$ cat config.mk
export PLATFORM = sky130hd
export DESIGN_NAME = rf_wb_arbiter_flat
export DESIGN_NICKNAME = d
export VERILOG_FILES = /design/src/rtl/rf_wb_arbiter_if.sv /design/src/rtl/rf_wb_arbiter.sv /design/src/flat_wrapper.sv
export SDC_FILE = /design/constraint.sdc
export NUM_CORES = 1
export LEC_CHECK = 0
export ABC_AREA = 1
export CORE_ASPECT_RATIO = 1.1
export CORE_MARGIN = 10
export CORE_UTILIZATION = 41
export DETAILED_ROUTE_END_ITERATION = 7
export GPL_ROUTABILITY_DRIVEN = 0
export GPL_TIMING_DRIVEN = 0
export PLACE_DENSITY = 0.73
export SYNTH_ARGS = -nofsm -noshare
export SYNTH_HDL_FRONTEND = slang
export SYNTH_SLANG_ARGS = --single-unit
$ cat constraint.sdc
create_clock -name clk -period 6.54 [get_ports clk]
set_input_delay 1.308 -clock clk [delete_from_list [all_inputs] [get_ports clk]]
set_output_delay 1.308 -clock clk [all_outputs]
set_load 0.1 [all_outputs]
$ cat src/rtl/rf_wb_arbiter_if.sv
// Writeback bus between the two writeback sources, the register file write port
// and the hazard lookup. The master side drives requests; the slave side is the arbiter.
interface rf_wb_arbiter_if #(
  parameter int DW = 32,
  parameter int AW = 5
);
  logic          a_valid;
  logic          a_ready;
  logic [AW-1:0] a_dest;
  logic [DW-1:0] a_data;
  logic          b_valid;
  logic          b_ready;
  logic [AW-1:0] b_dest;
  logic [DW-1:0] b_data;
  logic          rg_wrt_en;
  logic [AW-1:0] rg_wrt_dest;
  logic [DW-1:0] rg_wrt_data;
  logic [AW-1:0] chk_addr;
  logic          chk_hit;
  logic          b_pending;

  modport master (
    output a_valid, a_dest, a_data, b_valid, b_dest, b_data, chk_addr,
    input  a_ready, b_ready, rg_wrt_en, rg_wrt_dest, rg_wrt_data, chk_hit, b_pending
  );

  modport slave (
    input  a_valid, a_dest, a_data, b_valid, b_dest, b_data, chk_addr,
    output a_ready, b_ready, rg_wrt_en, rg_wrt_dest, rg_wrt_data, chk_hit, b_pending
  );
endinterface

$ cat src/rtl/rf_wb_arbiter.sv
// Register-file write port arbiter: A (priority, unbuffered) vs B (FIFO-buffered) with
// anti-starvation forcing and a pending-write hazard lookup. RF_ARB_STATS_EN adds grant counters.
module rf_wb_arbiter #(
  parameter int DATA_WIDTH    = 32,
  parameter int ADDRESS_WIDTH = 5,
  parameter int B_DEPTH       = 4,
  parameter int STARVE_MAX    = 3
) (
  input  logic            clk,
  input  logic            rst,
  rf_wb_arbiter_if.slave  bus
`ifdef RF_ARB_STATS_EN
  ,
  output logic [15:0]     stat_a_wins,
  output logic [15:0]     stat_b_wins,
  output logic [15:0]     stat_forced
`endif
);
  localparam int PW = $clog2(B_DEPTH);
  localparam int SW = $clog2(STARVE_MAX + 1);

  logic [PW-1:0]            wr_ptr_q, wr_ptr_d, rd_ptr_q, rd_ptr_d;
  logic [PW:0]              cnt_q, cnt_d;
  logic [SW-1:0]            starve_q, starve_d;
  logic                     out_en_q, out_en_d;
  logic [ADDRESS_WIDTH-1:0] out_dest_q, out_dest_d;
  logic [DATA_WIDTH-1:0]    out_data_q, out_data_d;
  logic [ADDRESS_WIDTH-1:0] mem_dest_q [B_DEPTH];
  logic [DATA_WIDTH-1:0]    mem_data_q [B_DEPTH];

  logic empty, full, force_b, grant_a, grant_b, push, hit;
  logic [PW-1:0] offs;

  assign empty   = (cnt_q == '0);
  assign full    = (cnt_q == (PW+1)'(B_DEPTH));
  assign force_b = (starve_q == SW'(STARVE_MAX)) && !empty;
  assign grant_a = bus.a_valid && !force_b;
  assign grant_b = force_b || (!bus.a_valid && !empty);
  // Full refuses a push even when a pop frees a slot this cycle.
  assign push    = bus.b_valid && !full;

  always_comb begin
    wr_ptr_d   = wr_ptr_q;
    rd_ptr_d   = rd_ptr_q;
    cnt_d      = cnt_q;
    starve_d   = starve_q;
    out_en_d   = 1'b0;
    out_dest_d = out_dest_q;
    out_data_d = out_data_q;
    if (push)    wr_ptr_d = wr_ptr_q + PW'(1);
    if (grant_b) rd_ptr_d = rd_ptr_q + PW'(1);
    if (push && !grant_b)      cnt_d = cnt_q + (PW+1)'(1);
    else if (!push && grant_b) cnt_d = cnt_q - (PW+1)'(1);
    if (grant_b) begin
      starve_d   = '0;
      out_en_d   = (mem_dest_q[rd_ptr_q] != '0);
      out_dest_d = mem_dest_q[rd_ptr_q];
      out_data_d = mem_data_q[rd_ptr_q];
    end else if (grant_a) begin
      if (!empty && starve_q != SW'(STARVE_MAX)) starve_d = starve_q + SW'(1);
      out_en_d   = (bus.a_dest != '0);
      out_dest_d = bus.a_dest;
      out_data_d = bus.a_data;
    end
  end

  always_ff @(posedge clk) begin
    if (rst) begin
      wr_ptr_q   <= '0;
      rd_ptr_q   <= '0;
      cnt_q      <= '0;
      starve_q   <= '0;
      out_en_q   <= 1'b0;
      out_dest_q <= '0;
      out_data_q <= '0;
    end else begin
      wr_ptr_q   <= wr_ptr_d;
      rd_ptr_q   <= rd_ptr_d;
      cnt_q      <= cnt_d;
      starve_q   <= starve_d;
      out_en_q   <= out_en_d;
      out_dest_q <= out_dest_d;
      out_data_q <= out_data_d;
    end
  end

  // Storage needs no reset: validity comes only from the pointers and count.
  always_ff @(posedge clk) begin
    if (push) begin
      mem_dest_q[wr_ptr_q] <= bus.b_dest;
      mem_data_q[wr_ptr_q] <= bus.b_data;
    end
  end

  // An entry is live when its distance from the read pointer is below the count.
  always_comb begin
    hit  = 1'b0;
    offs = '0;
    for (int i = 0; i < B_DEPTH; i++) begin
      offs = PW'(i) - rd_ptr_q;
      if (({1'b0, offs} < cnt_q) && (mem_dest_q[i] == bus.chk_addr)) hit = 1'b1;
    end
    if (out_en_q && (out_dest_q == bus.chk_addr)) hit = 1'b1;
  end

  assign bus.chk_hit     = hit && (bus.chk_addr != '0);
  assign bus.a_ready     = !force_b;
  assign bus.b_ready     = !full;
  assign bus.b_pending   = !empty;
  assign bus.rg_wrt_en   = out_en_q;
  assign bus.rg_wrt_dest = out_dest_q;
  assign bus.rg_wrt_data = out_data_q;

`ifdef RF_ARB_STATS_EN
  logic [15:0] sa_q, sa_d, sb_q, sb_d, sf_q, sf_d;

  always_comb begin
    sa_d = sa_q;
    sb_d = sb_q;
    sf_d = sf_q;
    if (grant_a && !grant_b && sa_q != 16'hFFFF) sa_d = sa_q + 16'd1;
    if (grant_b && sb_q != 16'hFFFF)             sb_d = sb_q + 16'd1;
    if (force_b && sf_q != 16'hFFFF)             sf_d = sf_q + 16'd1;
  end

  always_ff @(posedge clk) begin
    if (rst) begin
      sa_q <= '0;
      sb_q <= '0;
      sf_q <= '0;
    end else begin
      sa_q <= sa_d;
      sb_q <= sb_d;
      sf_q <= sf_d;
    end
  end

  assign stat_a_wins = sa_q;
  assign stat_b_wins = sb_q;
  assign stat_forced = sf_q;
`endif
endmodule
$ cat src/flat_wrapper.sv
// flat-port wrapper written by rule: the top's interface ports become plain ports
module rf_wb_arbiter_flat 
#(
  parameter int DATA_WIDTH    = 32,
  parameter int ADDRESS_WIDTH = 5,
  parameter int B_DEPTH       = 4,
  parameter int STARVE_MAX    = 3
)
  (clk, rst, bus_a_valid, bus_a_dest, bus_a_data, bus_b_valid, bus_b_dest, bus_b_data, bus_chk_addr, bus_a_ready, bus_b_ready, bus_rg_wrt_en, bus_rg_wrt_dest, bus_rg_wrt_data, bus_chk_hit, bus_b_pending);
  rf_wb_arbiter_if bus_i ();
  input  logic clk;
  input  logic rst;
  input wire logic [$bits(bus_i.a_valid)-1:0] bus_a_valid;
  input wire logic [$bits(bus_i.a_dest)-1:0] bus_a_dest;
  input wire logic [$bits(bus_i.a_data)-1:0] bus_a_data;
  input wire logic [$bits(bus_i.b_valid)-1:0] bus_b_valid;
  input wire logic [$bits(bus_i.b_dest)-1:0] bus_b_dest;
  input wire logic [$bits(bus_i.b_data)-1:0] bus_b_data;
  input wire logic [$bits(bus_i.chk_addr)-1:0] bus_chk_addr;
  output wire logic [$bits(bus_i.a_ready)-1:0] bus_a_ready;
  output wire logic [$bits(bus_i.b_ready)-1:0] bus_b_ready;
  output wire logic [$bits(bus_i.rg_wrt_en)-1:0] bus_rg_wrt_en;
  output wire logic [$bits(bus_i.rg_wrt_dest)-1:0] bus_rg_wrt_dest;
  output wire logic [$bits(bus_i.rg_wrt_data)-1:0] bus_rg_wrt_data;
  output wire logic [$bits(bus_i.chk_hit)-1:0] bus_chk_hit;
  output wire logic [$bits(bus_i.b_pending)-1:0] bus_b_pending;
  assign bus_i.a_valid = bus_a_valid;
  assign bus_i.a_dest = bus_a_dest;
  assign bus_i.a_data = bus_a_data;
  assign bus_i.b_valid = bus_b_valid;
  assign bus_i.b_dest = bus_b_dest;
  assign bus_i.b_data = bus_b_data;
  assign bus_i.chk_addr = bus_chk_addr;
  assign bus_a_ready = bus_i.a_ready;
  assign bus_b_ready = bus_i.b_ready;
  assign bus_rg_wrt_en = bus_i.rg_wrt_en;
  assign bus_rg_wrt_dest = bus_i.rg_wrt_dest;
  assign bus_rg_wrt_data = bus_i.rg_wrt_data;
  assign bus_chk_hit = bus_i.chk_hit;
  assign bus_b_pending = bus_i.b_pending;
  rf_wb_arbiter #(.DATA_WIDTH(DATA_WIDTH), .ADDRESS_WIDTH(ADDRESS_WIDTH), .B_DEPTH(B_DEPTH), .STARVE_MAX(STARVE_MAX)) u_core (.clk(clk), .rst(rst), .bus(bus_i));
endmodule
==> reports/qor.csv <==
stage,metric,value,unit
synth,synth_cells,770,
cts,cts_hold_buffers,0,
drt,dr_total_vias,6270,
layout,final_nets,1005,
drt,wire_per_inst,18.7,µm
worst_setup_path,ff2ff_path_depth,13,
drt,wl_met1,8.81,mm
power_and_ir_drop,p_sw,1890,µW
worst_setup_path,end_kind,output pin,
synth,yosys_warnings,0,
synth,netlist_area,8260,µm²
grt,grt_pass1_vias,6256,
die,initial_core_util,41.7,%
grt,grt_max_degree,29,
worst_setup_path,critPathMaxFanout,5,
die,fp.dieH,169,µm
die,dieArea,26200,µm²
timing,maxSlewViolCount,0,
grt,globalRouteOverflowTotal,0,
synth,ys_seq_area_share,65.7,%
power_and_ir_drop,p_per_area,433,nW/µm²
grt,grt_pass1_wl,34.1,mm
worst_setup_path,criticalPathCategory,in -> out,
timing,slew_headroom,32.4,%
run_status,status,"finished, final reports clean",
synth,ys_ff_latch,197,
grt,grt_usage,16.7,%
cts,ctsResizeCount,0,
placement,hpwl,15.4,mm
cts,clk_path_buf_depth,2,
worst_hold_path,hold_class,reg -> reg,
layout,drive_gt1_share,8.33,%
timing,worstMarginPinSlew,1010,ps
drt,antenna_left,0,
power_and_ir_drop,internal_power,2650,µW
synth,ys_types,32,
die,ios,125,
die,core,19800,µm²
die,die_w,155,µm
flow_run,drv_cap,0,
cts,post_cts_buffers,0,
drt,wl,22.1,mm
drt,wl_met3,1.52,mm
timing,final.setup.tns,0,ps
drt,top_layer,met4,
timing,hold_slack,491,ps
drt,viasPerCell,5.32,
worst_setup_path,start_kind,input port,
power_and_ir_drop,leakage,0.00380,µW
power_and_ir_drop,p_comb_share,40.2,%
power_and_ir_drop,power_frac_seq,35.8,%
cts,cts_root_buffer,clkbuf_16,
synth,syn-num-nets,864,
grt,antenna_found_initial,1,
die,num_rows,54,
cts,htree_levels,4,
drt,dr.first_iter.drc_count,595,
placement,portBuffers,118,
timing,setup_viol,0,
timing,finalClockSkew,9.38,ps
drt,routed-wl-met2,11.2,mm
cts,path_clk_slew,70,ps
synth,avgSynthCellArea,10.7,µm²
power_and_ir_drop,vdd_drop_max,0.338,mV
drt,dr.pass1.iters,6,
cts,cts_sinks,197,
worst_hold_path,hold_depth,2,
worst_setup_path,crit_arrival,3710,ps
power_and_ir_drop,sw_frac_of_total,41.6,%
power_and_ir_drop,clockPowerShare,24.0,%
layout,area_delta_synth_final,27.2,%
timing,min_period,5020,ps
timing,fmax,199,MHz
drt,route.detailed.drc,0,
timing,rsz0062_at_grt,false,
cts,insertion_delay,440,ps
timing,finalHoldViolations,0,
cts,numCtsBuffers,17,
cts,cts_tree,built,
timing,fin_crit_sh,76.8,%
worst_setup_path,worstPathRequired,5230,ps
state kept, by name, summed over array words and instances, names as in the netlist, named ones only:
name	cells
u_core.cnt_q	3
u_core.wr_ptr_q	2
u_core.starve_q	2
u_core.rd_ptr_q	2
u_core.mem_data_q	128
u_core.bus.rg_wrt_dest	5
u_core.bus.rg_wrt_en	1
u_core.bus.rg_wrt_data	32
u_core.mem_dest_q	20
metal layers:
metal	GRT usage [%]	up-vias
met5	0	-
met4	6.84	0
met3	3.93	36
met2	28.2	237
met1	20.0	3009
li1	-	2988
cells in the final DEF, fill, tap and decap left out, types with 2 or more instances in the layout:
master and instances:
bufinv_16 3, clkinvlp_4 3, nand2_1 139, diode_2 2, o21ai_0 83, o22ai_1 20
clkinv_4 3, xnor2_1 9, inv_2 4, nor2_1 57, xor2_1 7, nor2_4 5
dfxtp_1 49, inv_6 2, buf_16 2, inv_1 41, nor2_8 2, ha_1 10
buf_6 4, nor3_1 3, inv_8 3, clkbuf_1 21, nand4_1 2, a21oi_1 50
buf_4 3, a31oi_1 22, buf_12 2, buf_2 17, clkdlybuf4s50_1 118, edfxtp_1 148
nand3_1 64, clkbuf_16 17
power groups by stage:
stage               Clock [µW]  Combinational (µW)  Sequential [µW]
floorplan                    0                 800             2120
global placement             0                1770             1660
CTS                       1100                1830             1620
finish                    1090                1830             1630
global route              1150                1970             1640
detailed placement           0                1820             1650
stage by stage:
| stage | area, µm² | utilization, % | worst slack (ps) | power, µW | std cells |
|---|---|---|---|---|---|
| global route | 10500 | 53.1 | 1300 | 4760 | 1177 |
| floorplan | 8260 | - | 1970 | 2920 | 770 |
| finish | 10500 | 53.1 | 1520 | 4540 | 1178 |
| global placement | 9750 | 49.3 | 1190 | 3430 | 1140 |
| detailed placement | 9880 | 49.9 | 1530 | 3470 | 1144 |
| CTS | 10500 | 53.0 | 1520 | 4550 | 1176 |
cells in the mapped netlist:
library cell  number  area [µm²]
buf_4              3        22.5
nor2_2             1        6.26
nor2_8             2        40.0
nand4_1            2        12.5
xnor2_1            9        78.8
a211oi_1           1        7.51
o22ai_1           20         125
nand3_1           64         320
or2_2              1        6.26
clkbuf_1          21        78.8
a21oi_2            1        8.76
a31oi_1           22         138
clkinv_1           1        3.75
nand2_1          139         522
buf_6              4        45.0
edfxtp_1         148        4440
dfxtp_1           49         981
buf_1              1        3.75
nor3_1             3        15.0
nand2_4            1        11.3
inv_2              4        15.0
o21ai_0           83         415
inv_4              1        6.26
xor2_1             7        61.3
fa_1               1        20.0
buf_8              1        15.0
a21oi_1           50         250
buf_2             17        85.1
ha_1              10         125
nor2_1            61         229
nor2_4             1        11.3
inv_1             41         154
area by class of cell:
cell class                      instances  area (µm²)
Fill cell                            1706        9290
Sequential cell                       197        5430
Multi-Input combinational cell        479        2430
Timing Repair Buffer                  122        1280
Clock buffer                           17         425
Tap cell                              252         315
Buffer                                 47         250
Clock inverter                         15         195
Inverter                               47         179
Antenna cell                            2        5.00
logic make-up (layout without fill, tap and decap cells):
group,count (synthesis),in the layout,synth area share (%)
fa+ha+maj,11,11,1.76
other cells,0,2,0
compound gates,177,177,11.4
simple gates,275,275,14.2
flops,197,197,65.7
buf+inv,94,248,5.20
xor+xnor,16,16,1.70
worst max-delay path: stages:
cell and delay (ps):
clkdlybuf4s50_1 600, inv_1 140, nand2_1 70, o21ai_0 70
nor2_1 100, nand3_1 80, nand3_1 70, nor2_1 50
nor2_1 80, clkdlybuf4s50_1 1140
path summary, 6_finish.rpt:
check	from	to	slack, ps
worst max-delay path	bus_chk_addr[2]	bus_chk_hit	1520
worst max register to register	u_core.cnt_q[0]	u_core.cnt_q[2]	4100
worst min register to register	u_core.bus.rg_wrt_data[14]	u_core.bus.rg_wrt_data[14]	490
worst min-delay path	u_core.bus.rg_wrt_data[14]	u_core.bus.rg_wrt_data[14]	490
Note: power is estimated with default switching activity, not from simulation.
